## src/rtl/dbus_rr_arbiter_if.sv

```systemverilog
// dbus_rr_arbiter_if: N-master request/ready bus plus the single slave port, as seen by the arbiter
interface dbus_rr_arbiter_if #(
  parameter int NUM_MASTERS = 2,
  parameter int ADDR_WIDTH  = 32,
  parameter int DATA_WIDTH  = 32,
  parameter int MASK_WIDTH  = 4
);
  logic [NUM_MASTERS-1:0]            m_req;
  logic [NUM_MASTERS-1:0]            m_we;
  logic [NUM_MASTERS*ADDR_WIDTH-1:0] m_addr;
  logic [NUM_MASTERS*DATA_WIDTH-1:0] m_wdata;
  logic [NUM_MASTERS*MASK_WIDTH-1:0] m_mask;
  logic [DATA_WIDTH-1:0]             m_rdata;
  logic [NUM_MASTERS-1:0]            m_ready;
  logic [NUM_MASTERS-1:0]            m_err;
  logic                              s_req;
  logic                              s_we;
  logic [ADDR_WIDTH-1:0]             s_addr;
  logic [DATA_WIDTH-1:0]             s_wdata;
  logic [MASK_WIDTH-1:0]             s_mask;
  logic [DATA_WIDTH-1:0]             s_rdata;
  logic                              s_ready;
  modport master (
    input  m_req, m_we, m_addr, m_wdata, m_mask, s_rdata, s_ready,
    output m_rdata, m_ready, m_err, s_req, s_we, s_addr, s_wdata, s_mask
  );
  modport slave (
    output m_req, m_we, m_addr, m_wdata, m_mask, s_rdata, s_ready,
    input  m_rdata, m_ready, m_err, s_req, s_we, s_addr, s_wdata, s_mask
  );
endinterface

```

## src/rtl/dbus_rr_arbiter.sv

```systemverilog
// dbus_rr_arbiter: round-robin N-to-1 registered memory bus arbiter with address mask and timeout
module dbus_rr_arbiter #(
  parameter int                    NUM_MASTERS = 2,
  parameter int                    ADDR_WIDTH  = 32,
  parameter int                    DATA_WIDTH  = 32,
  parameter int                    MASK_WIDTH  = 4,
  parameter logic [ADDR_WIDTH-1:0] ADDR_MASK   = 32'h7fff_ffff,
  parameter int                    TIMEOUT     = 255
) (
  input logic              clk,
  input logic              rst,
  dbus_rr_arbiter_if.master bus
);
  localparam int IW = NUM_MASTERS > 1 ? $clog2(NUM_MASTERS) : 1;
  localparam int CW = TIMEOUT > 1 ? $clog2(TIMEOUT) : 1;
  typedef enum logic [1:0] {IDLE, BUSY, DONE} state_t;
  state_t          state, nxt;
  logic [IW-1:0]   rr_ptr, g, gnt;
  logic [CW-1:0]   cnt;
  logic            err, tmo;
  // descending scan so the lowest offset from rr_ptr is the last (winning) assignment
  always_comb begin
    gnt = rr_ptr;
    for (int k = NUM_MASTERS - 1; k >= 0; k--)
      if (bus.m_req[(int'(rr_ptr) + k) % NUM_MASTERS]) gnt = IW'((int'(rr_ptr) + k) % NUM_MASTERS);
  end
  always_comb begin
    tmo         = state == BUSY && !bus.s_ready && TIMEOUT != 0 && int'(cnt) == TIMEOUT - 1;
    nxt         = state == IDLE ? (|bus.m_req ? BUSY : IDLE) :
                  state == BUSY ? ((bus.s_ready || tmo) ? DONE : BUSY) : IDLE;
    bus.s_req   = state == BUSY;
    bus.m_ready = state == DONE ? NUM_MASTERS'(1) << g : '0;
    bus.m_err   = state == DONE && err ? NUM_MASTERS'(1) << g : '0;
  end
  always_ff @(posedge clk or negedge rst)
    if (!rst) state <= IDLE;
    else      state <= nxt;
  always_ff @(posedge clk or negedge rst)
    if (!rst) begin
      rr_ptr      <= '0;
      g           <= '0;
      cnt         <= '0;
      err         <= 1'b0;
      bus.s_we    <= 1'b0;
      bus.s_addr  <= '0;
      bus.s_wdata <= '0;
      bus.s_mask  <= '0;
      bus.m_rdata <= '0;
    end else begin
      if (state == IDLE && |bus.m_req) begin
        g           <= gnt;
        bus.s_we    <= bus.m_we[gnt];
        bus.s_addr  <= bus.m_addr[gnt*ADDR_WIDTH +: ADDR_WIDTH] & ADDR_MASK;
        bus.s_wdata <= bus.m_wdata[gnt*DATA_WIDTH +: DATA_WIDTH];
        bus.s_mask  <= bus.m_mask[gnt*MASK_WIDTH +: MASK_WIDTH];
      end
      if (state == BUSY) begin
        cnt <= (bus.s_ready || tmo) ? '0 : cnt + 1'b1;
        err <= tmo;
        if (bus.s_ready) bus.m_rdata <= bus.s_rdata;
        else if (tmo)    bus.m_rdata <= '0;
      end
      if (state == DONE) begin
        rr_ptr <= int'(g) == NUM_MASTERS - 1 ? '0 : g + 1'b1;
        err    <= 1'b0;
      end
    end
endmodule

```

## src/flat_wrapper.sv

```systemverilog
// flat-port wrapper written by rule: the top's interface ports become plain ports
module dbus_rr_arbiter_flat 
#(
  parameter int                    NUM_MASTERS = 2,
  parameter int                    ADDR_WIDTH  = 32,
  parameter int                    DATA_WIDTH  = 32,
  parameter int                    MASK_WIDTH  = 4,
  parameter logic [ADDR_WIDTH-1:0] ADDR_MASK   = 32'h7fff_ffff,
  parameter int                    TIMEOUT     = 255
)
  (clk, rst, bus_m_req, bus_m_we, bus_m_addr, bus_m_wdata, bus_m_mask, bus_s_rdata, bus_s_ready, bus_m_rdata, bus_m_ready, bus_m_err, bus_s_req, bus_s_we, bus_s_addr, bus_s_wdata, bus_s_mask);
  dbus_rr_arbiter_if #(.NUM_MASTERS(NUM_MASTERS), .ADDR_WIDTH(ADDR_WIDTH), .DATA_WIDTH(DATA_WIDTH), .MASK_WIDTH(MASK_WIDTH)) bus_i ();
  input logic clk;
  input logic rst;
  input wire logic [$bits(bus_i.m_req)-1:0] bus_m_req;
  input wire logic [$bits(bus_i.m_we)-1:0] bus_m_we;
  input wire logic [$bits(bus_i.m_addr)-1:0] bus_m_addr;
  input wire logic [$bits(bus_i.m_wdata)-1:0] bus_m_wdata;
  input wire logic [$bits(bus_i.m_mask)-1:0] bus_m_mask;
  input wire logic [$bits(bus_i.s_rdata)-1:0] bus_s_rdata;
  input wire logic [$bits(bus_i.s_ready)-1:0] bus_s_ready;
  output wire logic [$bits(bus_i.m_rdata)-1:0] bus_m_rdata;
  output wire logic [$bits(bus_i.m_ready)-1:0] bus_m_ready;
  output wire logic [$bits(bus_i.m_err)-1:0] bus_m_err;
  output wire logic [$bits(bus_i.s_req)-1:0] bus_s_req;
  output wire logic [$bits(bus_i.s_we)-1:0] bus_s_we;
  output wire logic [$bits(bus_i.s_addr)-1:0] bus_s_addr;
  output wire logic [$bits(bus_i.s_wdata)-1:0] bus_s_wdata;
  output wire logic [$bits(bus_i.s_mask)-1:0] bus_s_mask;
  assign bus_i.m_req = bus_m_req;
  assign bus_i.m_we = bus_m_we;
  assign bus_i.m_addr = bus_m_addr;
  assign bus_i.m_wdata = bus_m_wdata;
  assign bus_i.m_mask = bus_m_mask;
  assign bus_i.s_rdata = bus_s_rdata;
  assign bus_i.s_ready = bus_s_ready;
  assign bus_m_rdata = bus_i.m_rdata;
  assign bus_m_ready = bus_i.m_ready;
  assign bus_m_err = bus_i.m_err;
  assign bus_s_req = bus_i.s_req;
  assign bus_s_we = bus_i.s_we;
  assign bus_s_addr = bus_i.s_addr;
  assign bus_s_wdata = bus_i.s_wdata;
  assign bus_s_mask = bus_i.s_mask;
  dbus_rr_arbiter #(.NUM_MASTERS(NUM_MASTERS), .ADDR_WIDTH(ADDR_WIDTH), .DATA_WIDTH(DATA_WIDTH), .MASK_WIDTH(MASK_WIDTH), .ADDR_MASK(ADDR_MASK), .TIMEOUT(TIMEOUT)) u_core (.clk(clk), .rst(rst), .bus(bus_i));
endmodule
```

## config.mk

```make
export PLATFORM = sky130hd
export DESIGN_NAME = dbus_rr_arbiter_flat
export DESIGN_NICKNAME = d
export VERILOG_FILES = /design/src/rtl/dbus_rr_arbiter_if.sv /design/src/rtl/dbus_rr_arbiter.sv /design/src/flat_wrapper.sv
export SDC_FILE = /design/constraint.sdc
export NUM_CORES = 1
export LEC_CHECK = 0
export BUFFER_PORTS_ARGS = -buffer_cell sky130_fd_sc_hd__buf_4
export CAP_MARGIN = 20
export CORE_ASPECT_RATIO = 1.5
export CORE_MARGIN = 2
export CORE_UTILIZATION = 44
export CTS_BUF_LIST = sky130_fd_sc_hd__clkbuf_4
export CTS_CLUSTER_SIZE = 14
export DETAILED_ROUTE_END_ITERATION = 10
export PLACE_DENSITY_LB_ADDON = 0.1
export SETUP_SLACK_MARGIN = 0.4
export SLEW_MARGIN = 10
export SYNTH_ARGS = -nofsm -noshare
export SYNTH_HDL_FRONTEND = slang
export SYNTH_SLANG_ARGS = --single-unit
```

## constraint.sdc

```tcl
create_clock -name clk -period 1.5 [get_ports clk]
set_input_delay 0.225 -clock clk [delete_from_list [all_inputs] [get_ports clk]]
set_output_delay 0.225 -clock clk [all_outputs]
set_load 0.1 [all_outputs]
```

==> results.cfg, run 1 <==
[placed_design]
place_congestion = 0.9021
dp_hpwl_mm = 14.35
port_buffers = 277
pre_cts_slack_ns = -0.07224

[run_status]
first-error = [ERROR DPL-0038] Utilization greater than 100%, impossible to legalize
status = aborted with a tool error
failing_step = 4_1_cts

[synthesis]
yosysTopAreaCellShare = 0.4785
ys_seq_area_frac = 0.4785
async_flop_share = 1.000
ys_top_cells_by_area = dfrtp_1 (48%), o2111ai_1 (20%), nand3_1 (5.9%), a221o_1 (4.9%), nand2_1 (4.9%)
syn-num-nets = 771
synth_top_area_cell = dfrtp_1
yosys_register_bits = 113
avgSynthCellArea_um2 = 9.999
postSynthCellCount = 591
synth_area_mm2 = 0.005909
ys_types = 43
ys.flop_type = dfrtp_1
synth-edff-count = 0
yosys_warnings = 0

[clocking]
clkSinkCount = 113
h-tree-depth = 4
hold_buffers = 167
cts_resized = 530
post-cts-setup-buffers = 98
cts_buffers = 17
max-clock-path-buffers = 2
cts_root_buffer = clkbuf_4

[die]
die_h_um = 145.9
die_w_um = 98.63
num_io_pins = 281
core.rowCount = 51
start_util = 0.4517
==> cells by family after synthesis <==
logic type,Yosys count,share of synthesized area
simple gates,197,0.1628
compound gates,187,0.2776
flops,113,0.4785
buf+inv,85,0.06479
fa+ha+maj,5,0.01059
mux,2,0.003599
other cells,1,0.0006346
xor+xnor,1,0.001482
==> synth_stat cells, types with 2 or more instances <==
cell	instances
a21oi_1	2
a221o_1	29
a221o_2	3
a22oi_1	2
and2_1	3
buf_1	6
buf_2	15
buf_8	3
clkbuf_1	54
dfrtp_1	113
ha_1	5
inv_1	4
nand2_1	77
nand3_1	70
nor2_1	3
nor2b_1	33
o2111ai_1	136
o211ai_1	2
o21ai_0	5
o21bai_1	2
or3_1	2
==> per-stage QoR <==
step	util	cells	area [µm²]	setup TNS (ns)
detailed placement	0.6531	984	8543	-0.3459
global placement	0.6531	984	8543	-0.04864
floorplan	-	591	6245	-2.765
==> run 2, diff against run 1 <==
Settings changed: CORE_ASPECT_RATIO 1.5 to unset, CORE_UTILIZATION 44 to 31, CTS_BUF_LIST sky130_fd_sc_hd__clkbuf_4 to unset, CTS_CLUSTER_SIZE 14 to unset, PLACE_DENSITY_LB_ADDON 0.1 to 0.15, SETUP_SLACK_MARGIN 0.4 to unset.
Clock period 1.5 ns to 2 ns, I/O delays scaled along.
==> run 2 against run 1 <==
  * The run now ends clean
  * Area after synthesis unchanged
  * Synthesized cell count unchanged
==> results.cfg, run 2 <==
[sta]
max_freq_ghz = 0.5234
period_share = 0.9553
slew_headroom = 0.6409
setup_viol = 0
tightest_slew_ns = 0.5386
maxSlewViolCount = 0
skew_ns = 0.007245
min_period_ns = 1.911
rsz0062_at_grt = yes
timing.setup.tns_ns = 0
timing.final.ws_setup_ns = 0.08943
finalHoldViolCount = 0

[clocking]
clkSinkCount = 113
post-cts-setup-buffers = 0
tritoncts = built
cts_buffers = 17
clock_latency_ns = 0.42
max-clock-path-buffers = 2
clk_pin_slew_ns = 0.06
cts_root_buffer = clkbuf_16
h-tree-depth = 4

[global_routing]
antenna_found_initial = 0
grt_max_degree = 69
grt_use_total = 0.2159
grt_pass1_vias = 6224
overflow = 0
grt_pass1_wl_mm = 34.51

[setup_path]
crit_family = flip-flops
cpPeakStageDelay_ns = 0.38
worst_setup_path_start_kind = flop
r2r_slack_ns = 0.22
crit_fanout = 5
crit_arrival_ns = 1.61
critPathBufInv = 2
worst-setup-path-type = reg -> out
crit_slowest_cell = dfrtp_1
required_ns = 1.70
cp-end-kind = primary output
path_cells = inv_1, ha_2, nor2b_4, and2_2, buf_12

[route]
wire_per_inst_um = 20.30
antenna_left = 0
drtIter0Drc = 322
post-route-drc-count = 0
drt-vias-per-instance = 5.732
vias = 6191
postRouteWirelength_mm = 21.93
firstDrtPassIters = 5

[synthesis]
synth_top_area_cell = dfrtp_1
postSynthCellCount = 591
yosys_register_bits = 113
ys_seq_area_frac = 0.4785
async_flop_share = 1.000
yosys_warnings = 0
synth_area_mm2 = 0.005909
synth-edff-count = 0
avgSynthCellArea_um2 = 9.999
yosysTopAreaCellShare = 0.4785
ys.flop_type = dfrtp_1
ys_top_cells_by_count = o2111ai_1 (136), dfrtp_1 (113), nand2_1 (77)
syn-num-nets = 771
ys_types = 43
post-synth-top-count-cell = o2111ai_1
ys_top_cells_by_area = dfrtp_1 (48%), o2111ai_1 (20%), nand3_1 (5.9%), a221o_1 (4.9%), nand2_1 (4.9%)

[finish]
area_delta_synth_final_pct = 50.01
antenna_cells = 0
reg.largest.list = u_core.bus.m_rdata (32), u_core.bus.s_wdata (32), u_core.bus.s_addr (31)
fin_cells = 1080
final_common_cell = buf_4
drive_above_1_share = 0.4137
fillCellCount = 1773
finish.instance_area_mm2 = 0.008865
nets = 1013
layout_common_cells = buf_4 (293), o2111ai_1 (136), dfrtp_1 (112)

[placed_design]
pre_cts_slack_ns = 0.2362
place_congestion = 0.8247
dp_hpwl_mm = 14.57
port_buffers = 277
dpl-instance-area_mm2 = 0.008218
place_inst = 1047

[die]
coreArea_mm2 = 0.01871
core.rowCount = 50
die_h_um = 142.1
dieArea_mm2 = 0.02018
start_util = 0.3159
num_io_pins = 281
die_w_um = 142.1

[min_path]
hold_path_class = in -> reg

[run_status]
status = complete, no violations

[job]
cap_violations = 0
==> run 2: cell counts after synthesis <==
No cell type changed its count.
==> run 2: through the flow <==
step / hold slack, ns / util
6_report: 0.1051 / 0.4739
2_1_floorplan: 0.004409 / -
4_1_cts: 0.08138 / 0.4733
3_3_place_gp: 0.3324 / 0.4393
3_5_place_dp: 0.3383 / 0.4393
5_1_grt: 0.08683 / 0.4739
==> run 2: layer usage <==
layer | global-route usage | vias up | part of all wire
li1 | - | 2832 | -
met1 | 0.2837 | 3011 | 0.42
met2 | 0.3405 | 311 | 0.47
met3 | 0.06225 | 37 | 0.085
met4 | 0.07579 | 0 | 0.022
met5 | 0 | - | 0
==> run 2: logic make-up after synthesis <==
group | share of synthesized area
AOI/OAI and AO/OA | 0.2776
xor gates and xnor gates | 0.001482
adders and majority gates | 0.01059
buffers and inverters | 0.06479
DFF | 0.4785
muxes | 0.003599
other | 0.0006346
and+or+nand+nor | 0.1628
==> run 2: layout make-up <==
cell class,instances,area [µm²],share of cell area
clock inverter,14,181.4,0.02047
clock buffer,18,429.2,0.04841
timing repair buffer,303,2376,0.2680
sequential,113,2829,0.3191
tap,234,292.8,0.03303
multi-input combinational,393,2738,0.3088
inverter,5,18.77,0.002117
==> run 2: final timing paths <==
check / startpoint / end / depth (start not counted)
setup / recovery: u_core.state[0]$_DFF_PN0_ / bus_m_err[0] / 5
hold / removal: bus_s_rdata[5] / u_core.bus.m_rdata[5]$_DFFE_PN0P_ / 2
setup reg to reg: u_core.cnt[0]$_DFFE_PN0N_ / u_core.bus.m_rdata[22]$_DFFE_PN0P_ / 6
hold reg to reg: u_core.bus.s_addr[10]$_DFFE_PN0P_ / u_core.bus.s_addr[10]$_DFFE_PN0P_ / 2
max in group asynchronous: rst / u_core.bus.s_addr[16]$_DFFE_PN0P_ / 3
min in group asynchronous: rst / u_core.bus.s_wdata[20]$_DFFE_PN0P_ / 3
==> run 2: what timing repair did <==
item | in CTS | in global routing
endpoints found under the hold margin | 113 | 0
gates resized for setup | 4 | 3
endpoints found under the setup margin | 2 | 4
hold buffers | 1 | 0
Power of run 2 is not shown: default switching activity piles up to over one toggle a cycle in this logic, so the estimate is an artifact.
==> run 3, diff against run 2 <==
--- a/config.mk
+++ b/config.mk
@@ -11,4 +11,5 @@
 export CORE_UTILIZATION = 31
 export DETAILED_ROUTE_END_ITERATION = 10
+export GPL_ROUTABILITY_DRIVEN = 0
 export PLACE_DENSITY_LB_ADDON = 0.15
 export SLEW_MARGIN = 10
==> constraint.sdc (replaced) <==
create_clock -name clk -period 2 [get_ports clk]
set_input_delay 0.3 -clock clk [delete_from_list [all_inputs] [get_ports clk]]
set_output_delay 0.3 -clock clk [all_outputs]
set_load 0.005 [all_outputs]
==> run 3 against run 2 <==
  * Wire length up 0.87%
  * Final cell count is the same
  * First-iteration DRC count increased by 2.8%
  * Largest cell class unchanged
  * Utilization is 0.080 points higher
  * Cell area increased by 0.17%
  * Worst hold slack better by 0.0050 ns
  * Sequential share of layout area down 0.054 points
  * Register-to-register slack better by 0.07 ns
  * Critical endpoint is now bus_s_req
  * Non-clock buffer count did not move
  * Critical path depth down 1
==> results.cfg, run 3 (synthesis gave the netlist of run 2 again) <==
[run_status]
status = complete, no violations

[route]
antenna_left = 0
firstDrtPassIters = 5
wire_per_inst_um = 20.48
vias = 6213
drt-vias-per-instance = 5.753
drtIter0Drc = 331
postRouteWirelength_mm = 22.12
post-route-drc-count = 0

[placed_design]
dp_hpwl_mm = 14.69
place_inst = 1047
port_buffers = 277

[power_and_ir_drop]
power.density_mw_per_mm2 = 1477
power.total_mw = 13.11
irDropWorstVdd_v = 0.0006187
switching_share = 0.3777
cell_internal_pwr_mw = 8.161
p_switching_mw = 4.953
pwr-share-clk = 0.245
p_leak_nw = 4.040
power_frac_comb = 0.441
seqPwrFrac = 0.314

[sta]
setup_viol = 0
max_freq_ghz = 0.5320
skew_ns = 0.01120
fin_hold_ws_ns = 0.1101
slew_headroom = 0.6425
tightest_slew_ns = 0.5351
maxSlewViolCount = 0
finalHoldViolCount = 0
timing.setup.tns_ns = 0
rsz0062_at_grt = no
min_period_ns = 1.880
period_share = 0.9398

[die]
core.rowCount = 50
coreArea_mm2 = 0.01871
die_h_um = 142.1
num_io_pins = 281
dieArea_mm2 = 0.02018
die_w_um = 142.1
start_util = 0.3159

[finish]
nets = 1013
antenna_cells = 0
area_delta_synth_final_pct = 50.26
reg.largest.list = u_core.bus.m_rdata (32), u_core.bus.s_wdata (32), u_core.bus.s_addr (31)
layout_common_cells = buf_4 (293), o2111ai_1 (136), dfrtp_1 (112)
fin_cells = 1080
fillCellCount = 1760
drive_above_1_share = 0.4125
final_common_cell = buf_4

[setup_path]
cp-end-kind = primary output
crit_path_start = u_core.state[1]$_DFF_PN0_
ff2ff_path_depth = 6
required_ns = 1.70
crit_arrival_ns = 1.58
reg2reg_to = u_core.cnt[5]$_DFFE_PN0N_
worst_setup_path_start_kind = flop
worst-setup-path-type = reg -> out
critPathCapture = bus_s_req
r2r_slack_ns = 0.29
crit_fanout = 33
reg2reg_from = u_core.cnt[0]$_DFFE_PN0N_

[clocking]
clock_latency_ns = 0.41
max-clock-path-buffers = 2
h-tree-depth = 4
clk_pin_slew_ns = 0.06
cts_root_buffer = clkbuf_16
post-cts-setup-buffers = 0
cts_buffers = 17
clkSinkCount = 113
tritoncts = built

[global_routing]
grt_use_total = 0.2153
grt_pass1_wl_mm = 34.49
antenna_found_initial = 0
overflow = 0
grt_pass1_vias = 6323
grt_max_degree = 67

[job]
cap_violations = 0

[min_path]
hold-path-cell-count = 2
hold_path_class = in -> reg
min_from = bus_s_rdata[12]
run 3: critical path: stages, from the launching register on:
cell,delay [ns]
dfrtp_1,0.38
inv_1,0.08
ha_2,0.33
buf_12,0.22
buf_4,0.14
run 3: layout make-up:
| class | count | area (µm²) | share of cell area |
|---|---|---|---|
| tap | 234 | 292.8 | 0.03297 |
| multi-input combinational | 393 | 2729 | 0.3073 |
| clock inverter | 15 | 195.2 | 0.02198 |
| inverter | 5 | 18.77 | 0.002114 |
| sequential | 113 | 2829 | 0.3186 |
| clock buffer | 17 | 425.4 | 0.04791 |
| timing repair buffer | 303 | 2390 | 0.2691 |
run 3: per-stage QoR:
step,instance area [µm²],util,setup WS (ns)
2_1_floorplan,5909,-,0.3841
3_3_place_gp,8232,0.4401,0.2908
3_5_place_dp,8232,0.4401,0.2651
4_1_cts,8869,0.4741,0.04319
5_1_grt,8880,0.4747,0.01779
6_report,8880,0.4747,0.1204
run 3: worst min-delay path by stage:
stage | endpoint | slack (ns)
3_3_place_gp | u_core.bus.s_wdata[13]$_DFFE_PN0P_ | 0.25
2_1_floorplan | u_core.bus.m_rdata[0]$_DFFE_PN0P_ | 0.004
5_1_grt | u_core.bus.m_rdata[27]$_DFFE_PN0P_ | 0.1
6_report | u_core.bus.m_rdata[12]$_DFFE_PN0P_ | 0.11
3_5_place_dp | u_core.bus.s_wdata[13]$_DFFE_PN0P_ | 0.26
4_1_cts | u_core.bus.m_rdata[3]$_DFFE_PN0P_ | 0.09
run 3: power by group through the flow:
| stage | registers, mW | logic (mW) | clock network [mW] |
|---|---|---|---|
| global route | 4.26 | 6.30 | 3.42 |
| finish | 4.12 | 5.78 | 3.21 |
| floorplan | 4.09 | 2.83 | 0 |
| global placement | 4.10 | 5.63 | 0 |
| CTS | 4.12 | 5.81 | 3.30 |
| detailed placement | 4.13 | 5.80 | 0 |
run 3: repair_timing:
| action | CTS | global route |
|---|---|---|
| cloned | 0 | 0 |
| endpoints found under the hold margin | 22 | 0 |
| hold buffers | 1 | 0 |
| gates resized for setup | 2 | 3 |
| endpoints found under the setup margin | 1 | 2 |
run 3: routing by layer:
layer	up-vias	GRT usage	wire length (µm)
li1	2833	-	-
met3	52	0.05148	1714
met2	291	0.3549	10650
met1	3037	0.2733	9137
met5	-	0	0
met4	0	0.08474	609
Note: power is estimated with default switching activity, not from simulation.
